### config.mk
export PLATFORM = sky130hd
export DESIGN_NAME = alu_sequencer_flat
export DESIGN_NICKNAME = d
export VERILOG_FILES = /design/src/rtl/alu_sequencer_if.sv /design/src/rtl/alu_sequencer.sv /design/src/flat_wrapper.sv
export SDC_FILE = /design/constraint.sdc
export NUM_CORES = 1
export LEC_CHECK = 0
export BUFFER_PORTS_ARGS = -buffer_cell sky130_fd_sc_hd__buf_4
export CAP_MARGIN = 0
export CORE_MARGIN = 3
export CORE_UTILIZATION = 49
export DETAILED_ROUTE_END_ITERATION = 8
export HOLD_SLACK_MARGIN = 0.08
export PLACE_DENSITY = 0.8
export SYNTH_ARGS = -nofsm -noshare
export SYNTH_HDL_FRONTEND = slang
export SYNTH_SLANG_ARGS = --single-unit
### constraint.sdc
create_clock -name clk -period 2.3 [get_ports clk]
set_clock_uncertainty 0.2 [all_clocks]
set_input_delay 0 -clock clk [delete_from_list [all_inputs] [get_ports clk]]
set_output_delay 0 -clock clk [all_outputs]
set_load 0.1 [all_outputs]
### src/rtl/alu_sequencer_if.sv
// Command, ALU and result bundle between the sequencer, its command source,
// the shared ALU and the result consumer.
interface alu_sequencer_if #(parameter int Bits = 5);
  logic            cmd_valid;
  logic            cmd_ready;
  logic [2:0]      cmd_op;
  logic [Bits-1:0] cmd_data;
  logic [Bits-1:0] alu_a;
  logic [Bits-1:0] alu_b;
  logic [1:0]      alu_ctrl;
  logic [Bits-1:0] alu_result;
  logic [3:0]      alu_flags;
  logic            res_valid;
  logic            res_ready;
  logic [Bits-1:0] res_data;
  logic [3:0]      res_flags;
  logic            res_err;

  modport slave (
    input  cmd_valid, cmd_op, cmd_data, alu_result, alu_flags, res_ready,
    output cmd_ready, alu_a, alu_b, alu_ctrl, res_valid, res_data, res_flags, res_err
  );

  modport master (
    output cmd_valid, cmd_op, cmd_data, alu_result, alu_flags, res_ready,
    input  cmd_ready, alu_a, alu_b, alu_ctrl, res_valid, res_data, res_flags, res_err
  );
endinterface

### src/rtl/alu_sequencer.sv
// Accumulator-based command sequencer driving a shared combinational ALU;
// MUL is a fixed-latency shift-and-add loop reusing the ALU adder.
module alu_sequencer #(
  parameter int Bits = 5
) (
  input  logic              clk,
  input  logic              rst,
  alu_sequencer_if.slave    bus
);

  typedef enum logic [1:0] {S_IDLE, S_EXEC, S_MUL, S_DONE} state_t;

  localparam int CW = $clog2(Bits + 1);
  localparam logic [2:0] OP_LOAD = 3'd0;
  localparam logic [2:0] OP_ADD  = 3'd1;
  localparam logic [2:0] OP_SUB  = 3'd2;
  localparam logic [2:0] OP_AND  = 3'd3;
  localparam logic [2:0] OP_OR   = 3'd4;
  localparam logic [2:0] OP_MUL  = 3'd5;

  state_t          state_q, state_d;
  logic [2:0]      op_q, op_d;
  logic [Bits-1:0] opnd_q, opnd_d;
  logic [Bits-1:0] acc_q, acc_d;
  logic [Bits-1:0] prod_q, prod_d;
  logic [Bits-1:0] mcand_q, mcand_d;
  logic [Bits-1:0] mplier_q, mplier_d;
  logic [CW-1:0]   cnt_q, cnt_d;
  logic [Bits-1:0] res_data_q, res_data_d;
  logic [3:0]      res_flags_q, res_flags_d;
  logic            res_err_q, res_err_d;

  logic [Bits-1:0] alu_a, alu_b, prod_nxt;
  logic [1:0]      alu_ctrl;

  // Flags for values that never went through the ALU: N and Z only.
  function automatic logic [3:0] val_flags(input logic [Bits-1:0] v);
    return {v[Bits-1], v == '0, 2'b00};
  endfunction

  always_ff @(posedge clk or posedge rst) begin
    if (rst) begin
      state_q     <= S_IDLE;
      op_q        <= '0;
      opnd_q      <= '0;
      acc_q       <= '0;
      prod_q      <= '0;
      mcand_q     <= '0;
      mplier_q    <= '0;
      cnt_q       <= '0;
      res_data_q  <= '0;
      res_flags_q <= '0;
      res_err_q   <= 1'b0;
    end else begin
      state_q     <= state_d;
      op_q        <= op_d;
      opnd_q      <= opnd_d;
      acc_q       <= acc_d;
      prod_q      <= prod_d;
      mcand_q     <= mcand_d;
      mplier_q    <= mplier_d;
      cnt_q       <= cnt_d;
      res_data_q  <= res_data_d;
      res_flags_q <= res_flags_d;
      res_err_q   <= res_err_d;
    end
  end

  always_comb begin
    state_d     = state_q;
    op_d        = op_q;
    opnd_d      = opnd_q;
    acc_d       = acc_q;
    prod_d      = prod_q;
    mcand_d     = mcand_q;
    mplier_d    = mplier_q;
    cnt_d       = cnt_q;
    res_data_d  = res_data_q;
    res_flags_d = res_flags_q;
    res_err_d   = res_err_q;
    alu_a       = '0;
    alu_b       = '0;
    alu_ctrl    = 2'b00;
    prod_nxt    = prod_q;

    case (state_q)
      S_IDLE: begin
        if (bus.cmd_valid) begin
          op_d      = bus.cmd_op;
          opnd_d    = bus.cmd_data;
          res_err_d = 1'b0;
          if (bus.cmd_op == OP_MUL) begin
            prod_d   = '0;
            mcand_d  = acc_q;
            mplier_d = bus.cmd_data;
            cnt_d    = '0;
            state_d  = S_MUL;
          end else begin
            state_d  = S_EXEC;
          end
        end
      end

      S_EXEC: begin
        alu_a    = acc_q;
        alu_b    = opnd_q;
        alu_ctrl = 2'(op_q - 3'd1);
        state_d  = S_DONE;
        case (op_q)
          OP_LOAD: begin
            acc_d       = opnd_q;
            res_data_d  = opnd_q;
            res_flags_d = val_flags(opnd_q);
          end
          OP_ADD, OP_SUB, OP_AND, OP_OR: begin
            acc_d       = bus.alu_result;
            res_data_d  = bus.alu_result;
            res_flags_d = bus.alu_flags;
          end
          default: begin
            res_err_d   = 1'b1;
            res_data_d  = acc_q;
            res_flags_d = val_flags(acc_q);
          end
        endcase
      end

      S_MUL: begin
        // Every iteration spends a full cycle so MUL latency is constant.
        alu_a    = prod_q;
        alu_b    = mcand_q;
        prod_nxt = mplier_q[0] ? bus.alu_result : prod_q;
        prod_d   = prod_nxt;
        mcand_d  = mcand_q << 1;
        mplier_d = mplier_q >> 1;
        cnt_d    = cnt_q + CW'(1);
        if (cnt_q == CW'(Bits - 1)) begin
          acc_d       = prod_nxt;
          res_data_d  = prod_nxt;
          res_flags_d = val_flags(prod_nxt);
          state_d     = S_DONE;
        end
      end

      S_DONE: begin
        if (bus.res_ready) state_d = S_IDLE;
      end

      default: state_d = S_IDLE;
    endcase
  end

  assign bus.cmd_ready = (state_q == S_IDLE);
  assign bus.res_valid = (state_q == S_DONE);
  assign bus.res_data  = res_data_q;
  assign bus.res_flags = res_flags_q;
  assign bus.res_err   = res_err_q;
  assign bus.alu_a     = alu_a;
  assign bus.alu_b     = alu_b;
  assign bus.alu_ctrl  = alu_ctrl;

endmodule

### src/flat_wrapper.sv
// flat-port wrapper written by rule: the top's interface ports become plain ports
module alu_sequencer_flat 
#(
  parameter int Bits = 5
)
  (clk, rst, bus_cmd_valid, bus_cmd_op, bus_cmd_data, bus_alu_result, bus_alu_flags, bus_res_ready, bus_cmd_ready, bus_alu_a, bus_alu_b, bus_alu_ctrl, bus_res_valid, bus_res_data, bus_res_flags, bus_res_err);
  alu_sequencer_if #(.Bits(Bits)) bus_i ();
  input  logic clk;
  input  logic rst;
  input wire logic [$bits(bus_i.cmd_valid)-1:0] bus_cmd_valid;
  input wire logic [$bits(bus_i.cmd_op)-1:0] bus_cmd_op;
  input wire logic [$bits(bus_i.cmd_data)-1:0] bus_cmd_data;
  input wire logic [$bits(bus_i.alu_result)-1:0] bus_alu_result;
  input wire logic [$bits(bus_i.alu_flags)-1:0] bus_alu_flags;
  input wire logic [$bits(bus_i.res_ready)-1:0] bus_res_ready;
  output wire logic [$bits(bus_i.cmd_ready)-1:0] bus_cmd_ready;
  output wire logic [$bits(bus_i.alu_a)-1:0] bus_alu_a;
  output wire logic [$bits(bus_i.alu_b)-1:0] bus_alu_b;
  output wire logic [$bits(bus_i.alu_ctrl)-1:0] bus_alu_ctrl;
  output wire logic [$bits(bus_i.res_valid)-1:0] bus_res_valid;
  output wire logic [$bits(bus_i.res_data)-1:0] bus_res_data;
  output wire logic [$bits(bus_i.res_flags)-1:0] bus_res_flags;
  output wire logic [$bits(bus_i.res_err)-1:0] bus_res_err;
  assign bus_i.cmd_valid = bus_cmd_valid;
  assign bus_i.cmd_op = bus_cmd_op;
  assign bus_i.cmd_data = bus_cmd_data;
  assign bus_i.alu_result = bus_alu_result;
  assign bus_i.alu_flags = bus_alu_flags;
  assign bus_i.res_ready = bus_res_ready;
  assign bus_cmd_ready = bus_i.cmd_ready;
  assign bus_alu_a = bus_i.alu_a;
  assign bus_alu_b = bus_i.alu_b;
  assign bus_alu_ctrl = bus_i.alu_ctrl;
  assign bus_res_valid = bus_i.res_valid;
  assign bus_res_data = bus_i.res_data;
  assign bus_res_flags = bus_i.res_flags;
  assign bus_res_err = bus_i.res_err;
  alu_sequencer #(.Bits(Bits)) u_core (.clk(clk), .rst(rst), .bus(bus_i));
endmodule
==> out/metrics.cfg, run 1 <==
[global_routing]
antenna_found_initial=0
grt-ovfl-total=0
grt_pass1_wl_um=10720
grt_max_degree=39
grt_usage_pct=26.18
grt_pass1_vias=2158

[drt]
wl_per_cell_um=18.10
dr.pass1.iters=4
wl_um=6659
via_per_inst=5.791
drtIter0Drc=116
drc=0
vias=2131
ant_nets=0

[die]
fp.dieW_um=73.57
initial_utilization_pct=53.25
dieHeight_um=73.57
core_area_mm2=0.004202
num_io_pins=45
dieArea_mm2=0.005413
rows=23

[run]
maxCapViolations=0

[clock_network]
clk_latency_ns=0.30
clock-sinks=38
clkTransAtPathRegs_ns=0.07
cts_buffers=5
htree_levels=2
cts_root_buf=clkbuf_8
cts_tree=built
clock_path_buffers=2

[sta]
fmax_mhz=447.0
finalHoldViolCount=0
worstMarginPinSlew_ns=0.4998
finalSetupViolCount=0
setup-tns-final_ns=0
post-route-min-period_ns=2.237
final_max_slew_viol_count=0
slew_headroom_pct=66.68
fin_crit_sh_pct=97.26

[run_status]
outcome=completed

[finish]
final_cells=368
diodes=0
fillers=294
final_common_cell=buf_4
nets=349
final_cell_mix=62 x buf_4, 38 x dfrtp_1, 27 x dlygate4sd3_1, 18 x o21ai_0
synthToLayoutAreaGrowth_pct=42.39
drive_gt1_share_pct=31.45

[synthesis]
ys_seq_area_share_pct=42.51
yosys_warnings=0
synth-seq-cells=38
ys_types=37
postSynthCellCount=230
async_flop_share_pct=100.0
synth_edf_count=0
synth_area_per_cell_um2=9.727
syn_area_mm2=0.002237
synthFlopType=dfrtp_1
synth_fp_nets=262

[place]
portBuffers=44
hpwl_um=4387
place_congestion=0.8917
dp.cells=329

[setup_path]
cp.required_ns=2.31
start_kind=flip-flop
rr_worst_depth=6
max_stage_delay_ns=0.59
cpMaxStageDelayCell=or4_4
crit_fanout=6
crit_chain=inv_1, ha_1, or4_4, a2111oi_4, o31ai_1, a31oi_1
arrival_ns=2.25
cp-end-kind=flip-flop
crit_type=flip-flop to flip-flop

[hold_path]
hp-class=input port to asynchronous set/reset pin

==> metal layers <==
| layer | global-route usage (%) | share of wire [%] |
|---|---|---|
| met5 | 0 | 0 |
| met4 | 8.249 | 1.7 |
| met3 | 8.071 | 6.7 |
| met2 | 40.26 | 49 |
| met1 | 35.24 | 43 |
==> synthesized netlist by cell type, types with 2 or more instances <==
master	number	area, µm²
or3_1	3	18.77
or4_1	2	15.01
inv_1	11	41.29
nand2b_1	6	37.54
o21ai_1	2	10.01
a22o_1	2	17.52
clkbuf_1	8	30.03
nor3_1	4	20.02
a32o_1	10	100.1
o21ai_0	18	90.09
dfrtp_1	38	950.9
ha_1	11	137.6
nor2b_1	7	43.79
buf_2	2	10.01
nand3_1	9	45.04
mux2i_1	15	150.1
a31oi_1	3	18.77
a22oi_1	10	75.07
nor2_1	18	67.56
and3_1	3	18.77
nand2_1	16	60.06
a21oi_1	8	40.04
mux2_2	10	112.6
==> logic make-up after synthesis <==
logic type	share of synthesized area, %
and+or+nand+nor	16.56
AOI/OAI and AO/OA	19.07
DFF	42.51
muxes	11.74
buffers and inverters	3.971
adders and majority gates	6.152
==> repair_timing <==
item,CTS,global route
pin swaps,0,2
hold buffers,27,0
gates resized for setup,1,3
cloned,0,1
hold endpoints to repair,69,0
buffers inserted,0,3
endpoints found under the setup margin,1,7
==> flip-flops by register name (all words and copies together) (netlist names), 3 cells and up <==
signal,count
u_core.bus.res_flags,4
u_core.mcand_q,5
u_core.prod_q,5
u_core.acc_q,5
u_core.op_q,3
u_core.cnt_q,3
u_core.opnd_q,5
u_core.mplier_q,5
==> worst max-delay path: cells and delay by family (launching register included) <==
| family | cells | cell delay [ns] |
|---|---|---|
| buf+inv | 1 | 0.09 |
| flops | 1 | 0.41 |
| compound gates | 3 | 0.63 |
| simple gates | 1 | 0.59 |
| fa+ha+maj | 1 | 0.22 |
==> worst paths after layout <==
kind                                   startpoint                      end  slack, ns
worst max-delay path               u_core.op_q[0]  u_core.bus.res_flags[2]       0.06
worst min-delay path                          rst       u_core.bus.res_err       0.17
worst max register to register     u_core.op_q[0]  u_core.bus.res_flags[2]       0.06
worst min register to register  u_core.mcand_q[4]        u_core.mcand_q[4]       0.29
max in group asynchronous                     rst          u_core.cnt_q[1]       1.37
min in group clk                u_core.mcand_q[4]        u_core.mcand_q[4]       0.29
==> final cells by class <==
type                            instances  area [µm²]  area share [%]
Multi-Input combinational cell        169        1281           40.22
Inverter                               12       45.04           1.414
Sequential cell                        38       950.9           29.85
Clock buffer                            7       86.33           2.710
Tap cell                               50       62.56           1.964
Clock inverter                          1       5.005          0.1571
Timing Repair Buffer                   91       754.5           23.68
==> through the flow <==
step / area [µm²] / setup WS (ns) / hold slack (ns) / utilization, %
after floorplan: 2315 / -0.1546 / -0.06148 / -
after global placement: 2784 / 0.08669 / -0.04719 / 66.26
after detailed placement: 2784 / -0.007613 / -0.04380 / 66.26
after CTS: 3149 / 0.07132 / 0.1955 / 74.96
after global routing: 3186 / -0.01834 / 0.2089 / 75.82
final: 3186 / 0.06298 / 0.1676 / 75.82
Power of run 1 is not shown: default switching activity piles up to over one toggle a cycle in this logic, so the estimate is an artifact.
==> inputs of run 2 (changes only) <==
PLACE_DENSITY = 0.76   (was 0.8)
==> run 2 against run 1 <==
Net effect:
- via count fell by 2.4%
- sequential cell count did not move
- cell count fell by 2.4%
- final area fell by 1.7%
- first-iteration DRC count fell by 6.9%
- wire length fell by 6.1%
- non-clock buffer count fell by 9
- worst setup slack got worse by 0.0037 ns
- clock-buffer cell count did not move
- critical endpoint is now u_core.opnd_q[3]
- largest cell class unchanged
- highest routed layer unchanged
==> out/metrics.cfg, run 2 (synthesis gave the netlist of run 1 again) <==
[global_routing]
grt_max_degree=39  ; unchanged
grt_pass1_wl_um=10040  ; -6.4%
grt_usage_pct=24.52  ; -1.7 points
grt_pass1_vias=2088  ; -3.2%
grt-ovfl-total=0  ; unchanged
antenna_found_initial=0  ; unchanged

[sta]
finalSetupViolCount=0  ; unchanged
fmax_mhz=446.3  ; -0.16%
fin_crit_sh_pct=97.42  ; +0.16 points
worstMarginPinSlew_ns=0.5315  ; +0.03168 ns
final_max_slew_viol_count=0  ; unchanged
slew_headroom_pct=64.57  ; -2.1 points
post-route-min-period_ns=2.241  ; +0.003683 ns
finalHoldViolCount=0  ; unchanged
grt_setup_unrepaired=no

[place]
portBuffers=44  ; unchanged
hpwl_um=4380  ; -0.15%
place_congestion=0.8943  ; +0.29%

[clock_network]
clk_latency_ns=0.30  ; about the same
cts_buffers=5  ; unchanged
clock_path_buffers=2  ; unchanged
cts_tree=built
clkTransAtPathRegs_ns=0.08  ; about the same
cts_root_buf=clkbuf_8
htree_levels=2  ; unchanged
clock-sinks=38  ; unchanged

[setup_path]
start_kind=flip-flop
crit_fanout=10  ; +4
cp-end-kind=flip-flop
crit_type=flip-flop to flip-flop
arrival_ns=2.21  ; -0.04 ns
r2r_slack_ns=0.06  ; about the same
cp.required_ns=2.27  ; -0.04 ns

[die]
initial_utilization_pct=53.25  ; unchanged
core_area_mm2=0.004202  ; unchanged
fp.dieW_um=73.57  ; unchanged
dieArea_mm2=0.005413  ; unchanged
dieHeight_um=73.57  ; unchanged
num_io_pins=45  ; unchanged
rows=23  ; unchanged

[run_status]
outcome=completed

[finish]
regArea_um2=950.9  ; unchanged
fillers=309  ; +5.1%
drive_gt1_share_pct=31.39  ; -0.055 points
synthToLayoutAreaGrowth_pct=39.99
nets=340  ; -2.6%
final_cell_mix=57 x buf_4, 38 x dfrtp_1, 23 x dlygate4sd3_1, 18 x o21ai_0, 16 x nand2_1
diodes=0  ; unchanged
multiInputGateArea_mm2=0.001289  ; +0.59%
final_common_cell=buf_4
final_core_util_pct=74.54  ; -1.3 points

[drt]
drc=0  ; unchanged
ant_nets=0  ; unchanged
dr.pass1.iters=4  ; unchanged
vias=2080  ; -2.4%
via_per_inst=5.794  ; about the same
drtIter0Drc=108  ; -6.9%
wl_um=6250  ; -6.1%
wl_per_cell_um=17.41  ; -3.8%

[hold_path]
hp-class=input port to asynchronous set/reset pin

[run]
maxCapViolations=0  ; unchanged

-- run 2: changes by cell type in the layout (fill, tap and decap cells not counted), moves of 2 or more --
cell / previous run / this run
nor2_1: 8 / 6
nor2_2: 1 / 3
buf_4: 62 / 57
dlygate4sd3_1: 27 / 23
-- run 2: repair_timing --
action,in CTS,in global routing
endpoints found under the hold margin,69,0
setup buffers,0,0
endpoints found under the setup margin,1,18
hold buffers,23,0
gates resized for setup,1,5
-- run 2: stage by stage --
step           setup WS (ns)  setup TNS, ns  hold WS, ns  std cells  instance area, µm²
6_report             0.05930              0       0.1745        359                3132
4_1_cts              0.01107              0       0.1976        359                3114
2_1_floorplan        -0.1546        -0.1546     -0.06148        230                2315
3_3_place_gp         0.07170              0     -0.05144        328                2789
5_1_grt             0.002916              0       0.2306        359                3132
3_5_place_dp       -0.009242      -0.009242     -0.04219        328                2789
-- run 2: worst paths after layout --
path / startpoint / end / depth (start not counted)
worst min register to register: u_core.mplier_q[2] / u_core.mplier_q[2] / 2
max in group asynchronous: rst / u_core.cnt_q[2] / 4
worst max register to register: u_core.state_q[0] / u_core.opnd_q[3] / 6
worst min-delay path: rst / u_core.opnd_q[3] / 4
min in group clk: u_core.mplier_q[2] / u_core.mplier_q[2] / 2
worst max-delay path: u_core.state_q[0] / u_core.opnd_q[3] / 6
-- run 2: final cells by class --
cell class,count,area share (%)
clock buffer,7,2.757
clock inverter,1,0.1598
inverter,12,1.438
multi-input combinational,169,41.15
sequential,38,30.36
tap,50,1.998
timing repair buffer,82,22.13
-- run 2: worst max-delay path, cell delays in order, from the launching register on --
cell           delay (ns)
dfrtp_1              0.38
inv_1                0.10
ha_2                 0.22
nand2_1              0.10
buf_4                0.20
mux2_2               0.36
dlygate4sd3_1        0.58
-- run 2: per-layer routing --
| layer | vias to the layer above | global-route usage (%) | routed length [µm] |
|---|---|---|---|
| li1 | 996 | - | - |
| met1 | 997 | 32.64 | 2770 |
| met2 | 76 | 38.98 | 2972 |
| met3 | 11 | 4.651 | 373 |
| met4 | 0 | 10.26 | 133 |
| met5 | - | 0 | 0 |
Power of run 2 is left out for the same reason.
